File: src/rtl/quad_step_decoder_if.sv
// Quadrature decoder bus: encoder inputs, enable, and the step/direction/error outputs.
interface quad_step_decoder_if #(
  parameter int unsigned ERR_CNT_W = 8
);
  logic                 enable;
  logic                 a_in;
  logic                 b_in;
  logic                 step;
  logic                 up_down;
  logic                 err;
  logic [ERR_CNT_W-1:0] err_cnt;

  modport master (
    output enable, a_in, b_in,
    input  step, up_down, err, err_cnt
  );

  modport slave (
    input  enable, a_in, b_in,
    output step, up_down, err, err_cnt
  );
endinterface

File: src/rtl/quad_step_decoder.sv
// Quadrature encoder front end: 2-flop synchronisers, per-channel glitch filters,
// Gray-code transition decoder and a saturating illegal-transition counter.
// Optional macro QDEC_X1_MODE_EN selects x1 decoding (one step per encoder cycle);
// undefined gives x4 decoding.
module quad_step_decoder #(
  parameter int unsigned FILT_LEN  = 3,
  parameter int unsigned ERR_CNT_W = 8
) (
  input logic                clk,
  input logic                reset,
  quad_step_decoder_if.slave bus
);

  localparam logic [3:0] FILT_CNT = 4'(FILT_LEN);

  typedef enum logic [1:0] {PRIME0, PRIME1, PRIME2, RUN} state_t;

  state_t               r_state;
  logic [1:0]           r_sync_a;
  logic [1:0]           r_sync_b;
  logic [3:0]           r_cnt_a;
  logic [3:0]           r_cnt_b;
  logic                 r_filt_a;
  logic                 r_filt_b;
  logic [1:0]           r_prev;
  logic                 r_step;
  logic                 r_up_down;
  logic                 r_err;
  logic [ERR_CNT_W-1:0] r_err_cnt;

  logic                 w_primed;
  logic [1:0]           w_cur;
  logic [1:0]           w_fwd_next;
  logic [1:0]           w_rev_next;
  logic                 w_cnt_up;
  logic                 w_cnt_dn;
  logic                 w_illegal;

  assign w_primed = (r_state == RUN);
  assign w_cur    = {r_filt_a, r_filt_b};

  // Two-flop synchronisers; bit 1 is the synchronised (sync2) value
  always_ff @(posedge clk) begin
    if (reset) begin
      r_sync_a <= '0;
      r_sync_b <= '0;
    end else begin
      r_sync_a <= {r_sync_a[0], bus.a_in};
      r_sync_b <= {r_sync_b[0], bus.b_in};
    end
  end

  // Priming sequencer: three clocks of direct loading after reset release
  always_ff @(posedge clk) begin
    if (reset) begin
      r_state <= PRIME0;
    end else begin
      unique case (r_state)
        PRIME0:  r_state <= PRIME1;
        PRIME1:  r_state <= PRIME2;
        PRIME2:  r_state <= RUN;
        default: r_state <= RUN;
      endcase
    end
  end

  // Channel A glitch filter
  always_ff @(posedge clk) begin
    if (reset) begin
      r_cnt_a  <= '0;
      r_filt_a <= 1'b0;
    end else if (!w_primed) begin
      r_cnt_a  <= '0;
      r_filt_a <= r_sync_a[1];
    end else if (r_sync_a[1] == r_filt_a) begin
      r_cnt_a  <= '0;
    end else if (r_cnt_a == FILT_CNT) begin
      r_cnt_a  <= '0;
      r_filt_a <= r_sync_a[1];
    end else begin
      r_cnt_a  <= r_cnt_a + 4'd1;
    end
  end

  // Channel B glitch filter
  always_ff @(posedge clk) begin
    if (reset) begin
      r_cnt_b  <= '0;
      r_filt_b <= 1'b0;
    end else if (!w_primed) begin
      r_cnt_b  <= '0;
      r_filt_b <= r_sync_b[1];
    end else if (r_sync_b[1] == r_filt_b) begin
      r_cnt_b  <= '0;
    end else if (r_cnt_b == FILT_CNT) begin
      r_cnt_b  <= '0;
      r_filt_b <= r_sync_b[1];
    end else begin
      r_cnt_b  <= r_cnt_b + 4'd1;
    end
  end

  // Gray-code classification of the filtered state against the previous one
  always_comb begin
    w_fwd_next = 2'b00;
    w_rev_next = 2'b00;
    unique case (r_prev)
      2'b00: begin w_fwd_next = 2'b01; w_rev_next = 2'b10; end
      2'b01: begin w_fwd_next = 2'b11; w_rev_next = 2'b00; end
      2'b11: begin w_fwd_next = 2'b10; w_rev_next = 2'b01; end
      default: begin w_fwd_next = 2'b00; w_rev_next = 2'b11; end
    endcase
    w_illegal = (w_cur == ~r_prev);
`ifdef QDEC_X1_MODE_EN
    w_cnt_up  = (w_cur == w_fwd_next) && (r_prev == 2'b10);
    w_cnt_dn  = (w_cur == w_rev_next) && (r_prev == 2'b00);
`else
    w_cnt_up  = (w_cur == w_fwd_next);
    w_cnt_dn  = (w_cur == w_rev_next);
`endif
  end

  // Registered decoder outputs; prev tracks even while disabled so stale edges are consumed
  always_ff @(posedge clk) begin
    if (reset) begin
      r_prev    <= '0;
      r_step    <= 1'b0;
      r_err     <= 1'b0;
      r_up_down <= 1'b1;
      r_err_cnt <= '0;
    end else begin
      r_step <= 1'b0;
      r_err  <= 1'b0;
      if (!w_primed) begin
        r_prev <= {r_sync_a[1], r_sync_b[1]};
      end else begin
        r_prev <= w_cur;
        if (bus.enable) begin
          if (w_cnt_up) begin
            r_step    <= 1'b1;
            r_up_down <= 1'b1;
          end else if (w_cnt_dn) begin
            r_step    <= 1'b1;
            r_up_down <= 1'b0;
          end else if (w_illegal) begin
            r_err <= 1'b1;
            if (r_err_cnt != '1) begin
              r_err_cnt <= r_err_cnt + 1'b1;
            end
          end
        end
      end
    end
  end

  assign bus.step    = r_step;
  assign bus.up_down = r_up_down;
  assign bus.err     = r_err;
  assign bus.err_cnt = r_err_cnt;

endmodule

File: src/flat_wrapper.sv
// flat-port wrapper written by rule: the top's interface ports become plain ports
module quad_step_decoder_flat 
#(
  parameter int unsigned FILT_LEN  = 3,
  parameter int unsigned ERR_CNT_W = 8
)
  (clk, reset, bus_enable, bus_a_in, bus_b_in, bus_step, bus_up_down, bus_err, bus_err_cnt);
  quad_step_decoder_if #(.ERR_CNT_W(ERR_CNT_W)) bus_i ();
  input logic clk;
  input logic reset;
  input wire logic [$bits(bus_i.enable)-1:0] bus_enable;
  input wire logic [$bits(bus_i.a_in)-1:0] bus_a_in;
  input wire logic [$bits(bus_i.b_in)-1:0] bus_b_in;
  output wire logic [$bits(bus_i.step)-1:0] bus_step;
  output wire logic [$bits(bus_i.up_down)-1:0] bus_up_down;
  output wire logic [$bits(bus_i.err)-1:0] bus_err;
  output wire logic [$bits(bus_i.err_cnt)-1:0] bus_err_cnt;
  assign bus_i.enable = bus_enable;
  assign bus_i.a_in = bus_a_in;
  assign bus_i.b_in = bus_b_in;
  assign bus_step = bus_i.step;
  assign bus_up_down = bus_i.up_down;
  assign bus_err = bus_i.err;
  assign bus_err_cnt = bus_i.err_cnt;
  quad_step_decoder #(.FILT_LEN(FILT_LEN), .ERR_CNT_W(ERR_CNT_W)) u_core (.clk(clk), .reset(reset), .bus(bus_i));
endmodule
File: config.mk
export PLATFORM = sky130hd
export DESIGN_NAME = quad_step_decoder_flat
export DESIGN_NICKNAME = d
export VERILOG_FILES = /design/src/rtl/quad_step_decoder_if.sv /design/src/rtl/quad_step_decoder.sv /design/src/flat_wrapper.sv
export SDC_FILE = /design/constraint.sdc
export NUM_CORES = 1
export LEC_CHECK = 0
export ABC_AREA = 1
export CAP_MARGIN = 30
export CORE_MARGIN = 1.5
export CORE_UTILIZATION = 40
export CTS_CLUSTER_DIAMETER = 120
export DETAILED_ROUTE_END_ITERATION = 16
export PLACE_DENSITY_LB_ADDON = 0.08
export SLEW_MARGIN = 20
export SYNTH_ARGS = -nofsm -noshare
export SYNTH_HDL_FRONTEND = slang
export SYNTH_SLANG_ARGS = --single-unit
File: constraint.sdc
create_clock -name clk -period 1.4 [get_ports clk]
set_clock_uncertainty 0.2 [all_clocks]
set_input_delay 0.14 -clock clk [delete_from_list [all_inputs] [get_ports clk]]
set_output_delay 0.14 -clock clk [all_outputs]
set_load 0.02 [all_outputs]
==> results of run 1 <==
==> cell type report <==
class,instances,area (sq um)
Fill cell,316,1380
Sequential cell,29,599
Timing Repair Buffer,30,235
Inverter,26,104
Clock inverter,2,10.0
Tap cell,44,55.1
Multi-Input combinational cell,129,702
Clock buffer,6,41.3
==> routing by layer <==
layer	share of wire [%]	wire length [microns]	GRT usage (%)	vias up
li1	-	-	-	648
met1	42	1100	18.1	550
met2	51	1320	28.3	18
met3	4.4	115	6.30	9
met4	2.9	75	7.45	0
met5	0	0	0	-
==> cells by family after synthesis <==
| group | count (synthesis) | share of synthesized area [%] |
|---|---|---|
| and+or+nand+nor | 102 | 35.7 |
| DFF | 29 | 42.9 |
| buffers and inverters | 28 | 7.95 |
| AOI/OAI and AO/OA | 19 | 7.40 |
| xor gates and xnor gates | 5 | 3.24 |
| adders and majority gates | 3 | 2.78 |
==> state kept, by name, indices dropped and copies added (netlist names) <==
signal / cells
u_core.bus.err_cnt: 8
u_core.r_cnt_a: 4
u_core.r_sync_a: 2
u_core.bus.step: 1
u_core.bus.err: 1
u_core.r_state: 2
u_core.bus.up_down: 1
u_core.r_cnt_b: 4
u_core.r_filt_a: 1
u_core.r_sync_b: 2
u_core.r_filt_b: 1
u_core.r_prev: 2
==> where the power goes <==
group	switching, uW	internal [uW]
clock network	278	191
logic	55.4	41.7
registers	14.7	839
total	348	1070
==> critical path, delay by kind of cell, from the launching register on <==
kind | cells | cell delay, ns
and+or+nand+nor | 4 | 0.39
DFF | 1 | 0.38
adders and majority gates | 1 | 0.15
AOI/OAI and AO/OA | 1 | 0.14
buffers and inverters | 1 | 0.04
==> cells in the final DEF, fill, tap and decap left out, drive strengths merged, types with 4 or more instances in the layout <==
| master | Yosys | layout |
|---|---|---|
| nand2 | 52 | 52 |
| nor2 | 30 | 30 |
| dfxtp | 29 | 29 |
| inv | 25 | 25 |
| buf | 2 | 15 |
| a21oi | 13 | 13 |
| nand3 | 12 | 12 |
| clkbuf | 0 | 12 |
| xor2 | 5 | 5 |
| o21ai | 5 | 5 |
| clkdlybuf4s50 | 0 | 4 |
| or2 | 4 | 4 |
==> final timing paths <==
path,startpoint,endpoint
worst max register to register,u_core.bus.err_cnt[0]$_SDFFE_PP0P_,u_core.bus.err_cnt[3]$_SDFFE_PP0P_
worst min-delay path,bus_a_in,u_core.r_sync_a[0]$_SDFF_PP0_
worst min register to register,u_core.r_sync_a[0]$_SDFF_PP0_,u_core.r_sync_a[1]$_SDFF_PP0_
worst max-delay path,u_core.bus.err_cnt[0]$_SDFFE_PP0P_,u_core.bus.err_cnt[3]$_SDFFE_PP0P_
==> what timing repair did <==
item | CTS | global route
gates resized for setup | 19 | 29
buffers inserted | 0 | 2
endpoints found under the setup margin | 14 | 26
gates cloned | 0 | 0
pin swaps | 2 | 4
==> synth_stat cells (2+ instances only) <==
cell type / n
nand3b_1: 2
nand3_1: 9
xor2_1: 5
or2_2: 3
nand2_1: 48
inv_2: 4
o21ai_0: 4
ha_1: 3
nand2_2: 3
nor2_1: 26
inv_1: 21
nand4_1: 2
nor2_4: 3
dfxtp_1: 29
a21oi_1: 12
nand3_2: 2
==> metrics by stage <==
step	TNS (ns)	setup WS, ns
finish	0	0.0287
global route	-0.143	-0.0362
CTS	0	0.0000964
detailed placement	-1.29	-0.149
global placement	-0.920	-0.130
floorplan	0	0.00326
==> results.md, run 1 <==
* Mapped Cells at 186
* Avg WL per Cell at 9.83 microns
* Clock Latency Late Sink at ~0.33 ns
* Sequential area share after synthesis at between 40% and 50%
* Setup violations, final at 0
* Cell area after placement at between 0.0015 and 0.002 sq mm
* CP cell instances: ha_4 -> inv_4 -> nor2_4 -> nand2_4 -> nand3_4 -> nand2_1 -> a21oi_1
* Placed wire-length estimate at 2040 microns
* Fmax at between 700 and 800 MHz
* Fin cells at between 200 and 300
* Syn_nets at 194
* Post-synth cell types at 26
* Share of layout cells above drive strength 1 at 30.2%
* R2r worst-path depth at 7
* Nets at about 230
* Slew Limit Fails at 0
* Synth top area cells: dfxtp_1, nand2_1, nor2_1
* RSZ-0062 raised after global routing: yes
* Main synth FF type: dfxtp_1
* Crit start category: flip-flop
* Die Y at just over 60 microns
* Die area at approximately 0.0037 sq mm
* Post-CTS Hold Fix Bufs at 0
* H-tree depth at 2
* Tot GR Track Use at 16.5%
* Total gr overflow at 0
* Syn Area/Cell at 7.27 sq um
* Worst-path clk slew at 0.09 ns
* Row cnt at 20
* Via density at ~4.6
* Cells after DPL at 256
* #FFs+latches synth at 29
* Critical Path Fanout Max at 7
* Port Buffers at 15
* Reg-to-reg setup timing slack at 0.03 ns
* EDFF count, synth at 0
* WP data arrival at 1.43 ns
* Minimum clock period at 1.37 ns
* Hold Crit Class: input pin to flip-flop
* Power Density at a little over 800 mW/mm^2
* Vias in the first global route at ~1100
* Initial antenna violation count at 0
* DR DRC count at 0
* Largest net degree at the start of global routing at 13
* First-pass DRT Iterations at 4
* Required @ worst endpoint at between 1 and 1.5 ns
* Largest stage delay on the critical path at 0.38 ns
* VDD IR max at 595 uV
* Yosys top cell by area: dfxtp_1
* Critical path type: flip-flop to flip-flop
* CP max stage cell: dfxtp_4
* CTS tree: built
* # IOs at 16
* Post-Syn Area at 0.00135 sq mm
* Post-synth top area share at roughly 43%
* Final period util at 98.0%
* Asr flop ratio synth at 0%
* Fin. Hold Viols at 0
* MaxCap Viol Count at 0
* Final WL at 2620 microns
* Tot Pwr at 1420 uW
* Run status: completed
* Die W at 61.2 microns
* Antenna Diode Count at 0
* Post-DRT Antenna Nets at 0
* Worst rel slew slack at between 80% and 90%
* Crit end category: flip-flop
* Worst slew pin tran at 0.206 ns
* Core Box Area at 0.00313 sq mm
* Detailed Route Iter0 Violations at 27
* Clock sinks at 29
* Final hold slack at 0.116 ns
* GP Congestion at 0.843
* Starting Density at 43.2%
* Longest Clk Path Bufs at 2
* Final instance area at roughly 0.0017 sq mm
* Area growth syn-to-layout at 29.1%
* Utilization after layout at around 56%
* Hold path depth at 3
* Lkg Pwr at 0.000778 uW
* Synth Warn # at 0
* First-pass GRT wire length at 4490 microns
* Clock root buffer: clkbuf_4
* Vias post-DR at about 1200
* CTS buffer count at 5
Power figures use the tool's default switching activity.
==> inputs of run 2 (changes only) <==
CORE_UTILIZATION = 35   (was 40)
CTS_CLUSTER_SIZE = 24   (was default)
SLEW_MARGIN = default   (was 20)
==> results.md, run 2 (synthesis gave the netlist of run 1 again) <==
* Run status: complete, but fails checks
* Violated checks: setup timing
* Largest stage delay on the critical path at 0.36 ns (-0.02 ns)
* Reg2reg end: u_core.bus.err_cnt[5]$_SDFFE_PP0P_
* Initial antenna violation count at 0 (unchanged)
* Met3 GRT Util at 4.62% (-1.7 points)
* Final instance area at 0.00181 sq mm (+3.4%)
* RSZ-0062 raised after global routing: yes
* WP data arrival at 1.43 ns (about the same)
* Total gr overflow at 0 (unchanged)
* Top Usage Layer GRT: met2
* CP cell instances: ha_4 -> inv_4 -> nor2_4 -> nand2_4 -> inv_2 -> nor2_4 -> nand2_2 -> a21oi_2
* Slew Limit Fails at 0 (unchanged)
* Area growth syn-to-layout at 33.5%
* Hold path depth at 3 (unchanged)
* Most used cell, CP: nor2_4
* CP delay by family, top: simple AND/OR/NAND/NOR gates
* Lkg Pwr at 0.000803 uW (+3.2%)
* Crit end category: flip-flop
* # IOs at 16 (unchanged)
* CTS tree: built
* Reg-to-reg setup timing slack at -0.02 ns (-0.05 ns)
* GP Congestion at 0.787 (-6.7%)
* Post-DRT Antenna Nets at 0 (unchanged)
* Met1 Track Usage GR at 16.8% (-1.3 points)
* Clock Latency Late Sink at 0.28 ns (-0.05 ns)
* Die W at 65.2 microns (+6.6%)
* Nets at 229 (unchanged)
* Cell area after placement at 0.00166 sq mm (-0.15%)
* VDD IR max at 594 uV (-0.14%)
* Clock sinks at 29 (unchanged)
* Worst path bufs/invs at 2 (+1)
* Final WL at 2840 microns (+8.6%)
* Clock root buffer: clkbuf_8
* Final period util at 101% (+3.5 points)
* Met2 Use GR at 27.7% (-0.59 points)
* Filler instances at 403 (+28%)
* First-pass DRT Iterations at 4 (unchanged)
* Vias post-DR at 1238 (+1.1%)
* Tot GR Track Use at 15.5% (-1.0 points)
* Port Buffers at 15 (unchanged)
* Starting Density at 36.7% (-6.6 points)
* Share of layout cells above drive strength 1 at 27.9% (-2.3 points)
* Utilization after layout at 48.9% (-6.9 points)
* Die area at 0.00425 sq mm (+14%)
* Core Box Area at 0.00369 sq mm (+18%)
* Avg WL per Cell at 10.5 microns (+7.0%)
* R2r worst-path depth at 8 (+1)
* Minimum clock period at 1.42 ns (+0.0486 ns)
* Most common cell after layout, fill and taps aside: nand2_1
* MaxCap Viol Count at 0 (unchanged)
* Placed wire-length estimate at 2160 microns (+5.5%)
* First-pass GRT wire length at 5060 microns (+13%)
* Largest net degree at the start of global routing at 17 (+4)
* CTS buffer count at 5 (unchanged)
* Critical Path Fanout Max at 6 (-1)
* Fin. Hold Viols at 0 (unchanged)
* Power Density at 897 mW/mm^2 (+10%)
* Min-delay src: bus_b_in
* Setup violations, final at 1 (+1)
* Endpoint, Worst Hold: u_core.r_sync_b[0]$_SDFF_PP0_
* Fmax at 704 MHz (-3.4%)
* Antenna Diode Count at 0 (unchanged)
* H-tree depth at 2 (unchanged)
* CP max stage cell: dfxtp_4
* Hold Crit Class: input pin to flip-flop
* Cells after DPL at 259 (+1.2%)
* Number of flip-flops in the largest register at 8 (unchanged)
* Worst rel slew slack at 83.8% (-2.5 points)
* Worst setup margin at -0.0199 ns (-0.0486 ns)
* Fin cells at 270 (+1.5%)
* Worst slew pin tran at 0.243 ns (+0.0362 ns)
* Most frequent cells in the layout: nand2_1, nor2_1, inv_1, dfxtp_1, buf_4
* Required @ worst endpoint at 1.41 ns (-0.04 ns)
* Detailed Route Iter0 Violations at 37 (+37%)
* Via density at 4.59 (-0.44%)
* DR DRC count at 0 (unchanged)
* FF-to-FF Start: u_core.bus.err_cnt[0]$_SDFFE_PP0P_
* Row cnt at 22 (+10%)
* Vias in the first global route at 1230 (+12%)
* Die Y at 65.2 microns (+6.6%)
* Worst-path clk slew at 0.07 ns (-0.02 ns)
* Critical path type: flip-flop to flip-flop
* Crit start category: flip-flop
* Longest Clk Path Bufs at 2 (unchanged)
==> run 2: how the worst max path moves through the flow <==
stage	slack [ns]	end	startpoint	cells after the start
after floorplan	0.003	u_core.bus.err_cnt[5]$_SDFFE_PP0P_	u_core.bus.err_cnt[6]$_SDFFE_PP0P_	6
after global placement	-0.16	u_core.bus.err_cnt[1]$_SDFFE_PP0P_	bus_enable	6
after detailed placement	-0.18	u_core.bus.err_cnt[1]$_SDFFE_PP0P_	bus_enable	6
after CTS	-0.03	u_core.bus.err_cnt[5]$_SDFFE_PP0P_	u_core.bus.err_cnt[0]$_SDFFE_PP0P_	8
after global routing	-0.10	u_core.bus.err_cnt[5]$_SDFFE_PP0P_	u_core.bus.err_cnt[0]$_SDFFE_PP0P_	8
final	-0.02	u_core.bus.err_cnt[5]$_SDFFE_PP0P_	u_core.bus.err_cnt[0]$_SDFFE_PP0P_	8
==> run 2: cell type report <==
| type | count | area (sq um) | area share (%) |
|---|---|---|---|
| Clock buffer | 5 | 68.8 | 3.81 |
| Timing Repair Buffer | 30 | 249 | 13.8 |
| Sequential cell | 29 | 593 | 32.8 |
| Inverter | 26 | 101 | 5.61 |
| Clock inverter | 3 | 17.5 | 0.970 |
| Tap cell | 48 | 60.1 | 3.33 |
| Multi-Input combinational cell | 129 | 716 | 39.6 |
==> run 2: metal layers <==
layer  part of all wire, %  wire length [microns]  vias up
met4                   2.0                     57        0
li1                      -                      -      650
met3                   3.7                    106        7
met1                    44                   1260      563
met5                     0                      0        -
met2                    50                   1420       18
==> run 2: timing repair <==
action	4_1_cts	5_1_grt
pin swaps	6	0
hold buffers	0	0
gates resized for setup	21	14
setup endpoints to repair	22	17
buffers inserted	2	1
==> run 2: where the power goes <==
group	total [uW]	internal (uW)	switching, uW
clock network	667	342	325
registers	857	841	15.2
logic	95.9	40.9	55.0
==> run 2: per-stage QoR <==
stage	hold WS (ns)	setup slack (ns)	power [uW]	TNS [ns]
6_report	0.178	-0.0199	1620	-0.0199
3_5_place_dp	0.198	-0.180	968	-1.40
4_1_cts	0.174	-0.0250	1640	-0.0307
3_3_place_gp	0.189	-0.159	966	-1.14
2_1_floorplan	0.0470	0.00326	931	0
5_1_grt	0.204	-0.102	1680	-0.613
==> run 2: tightest hold or removal path, delay by kind of cell <==
family | cells | cell delay (ns)
buffers and inverters | 2 | 0.44
and+or+nand+nor | 1 | 0.03
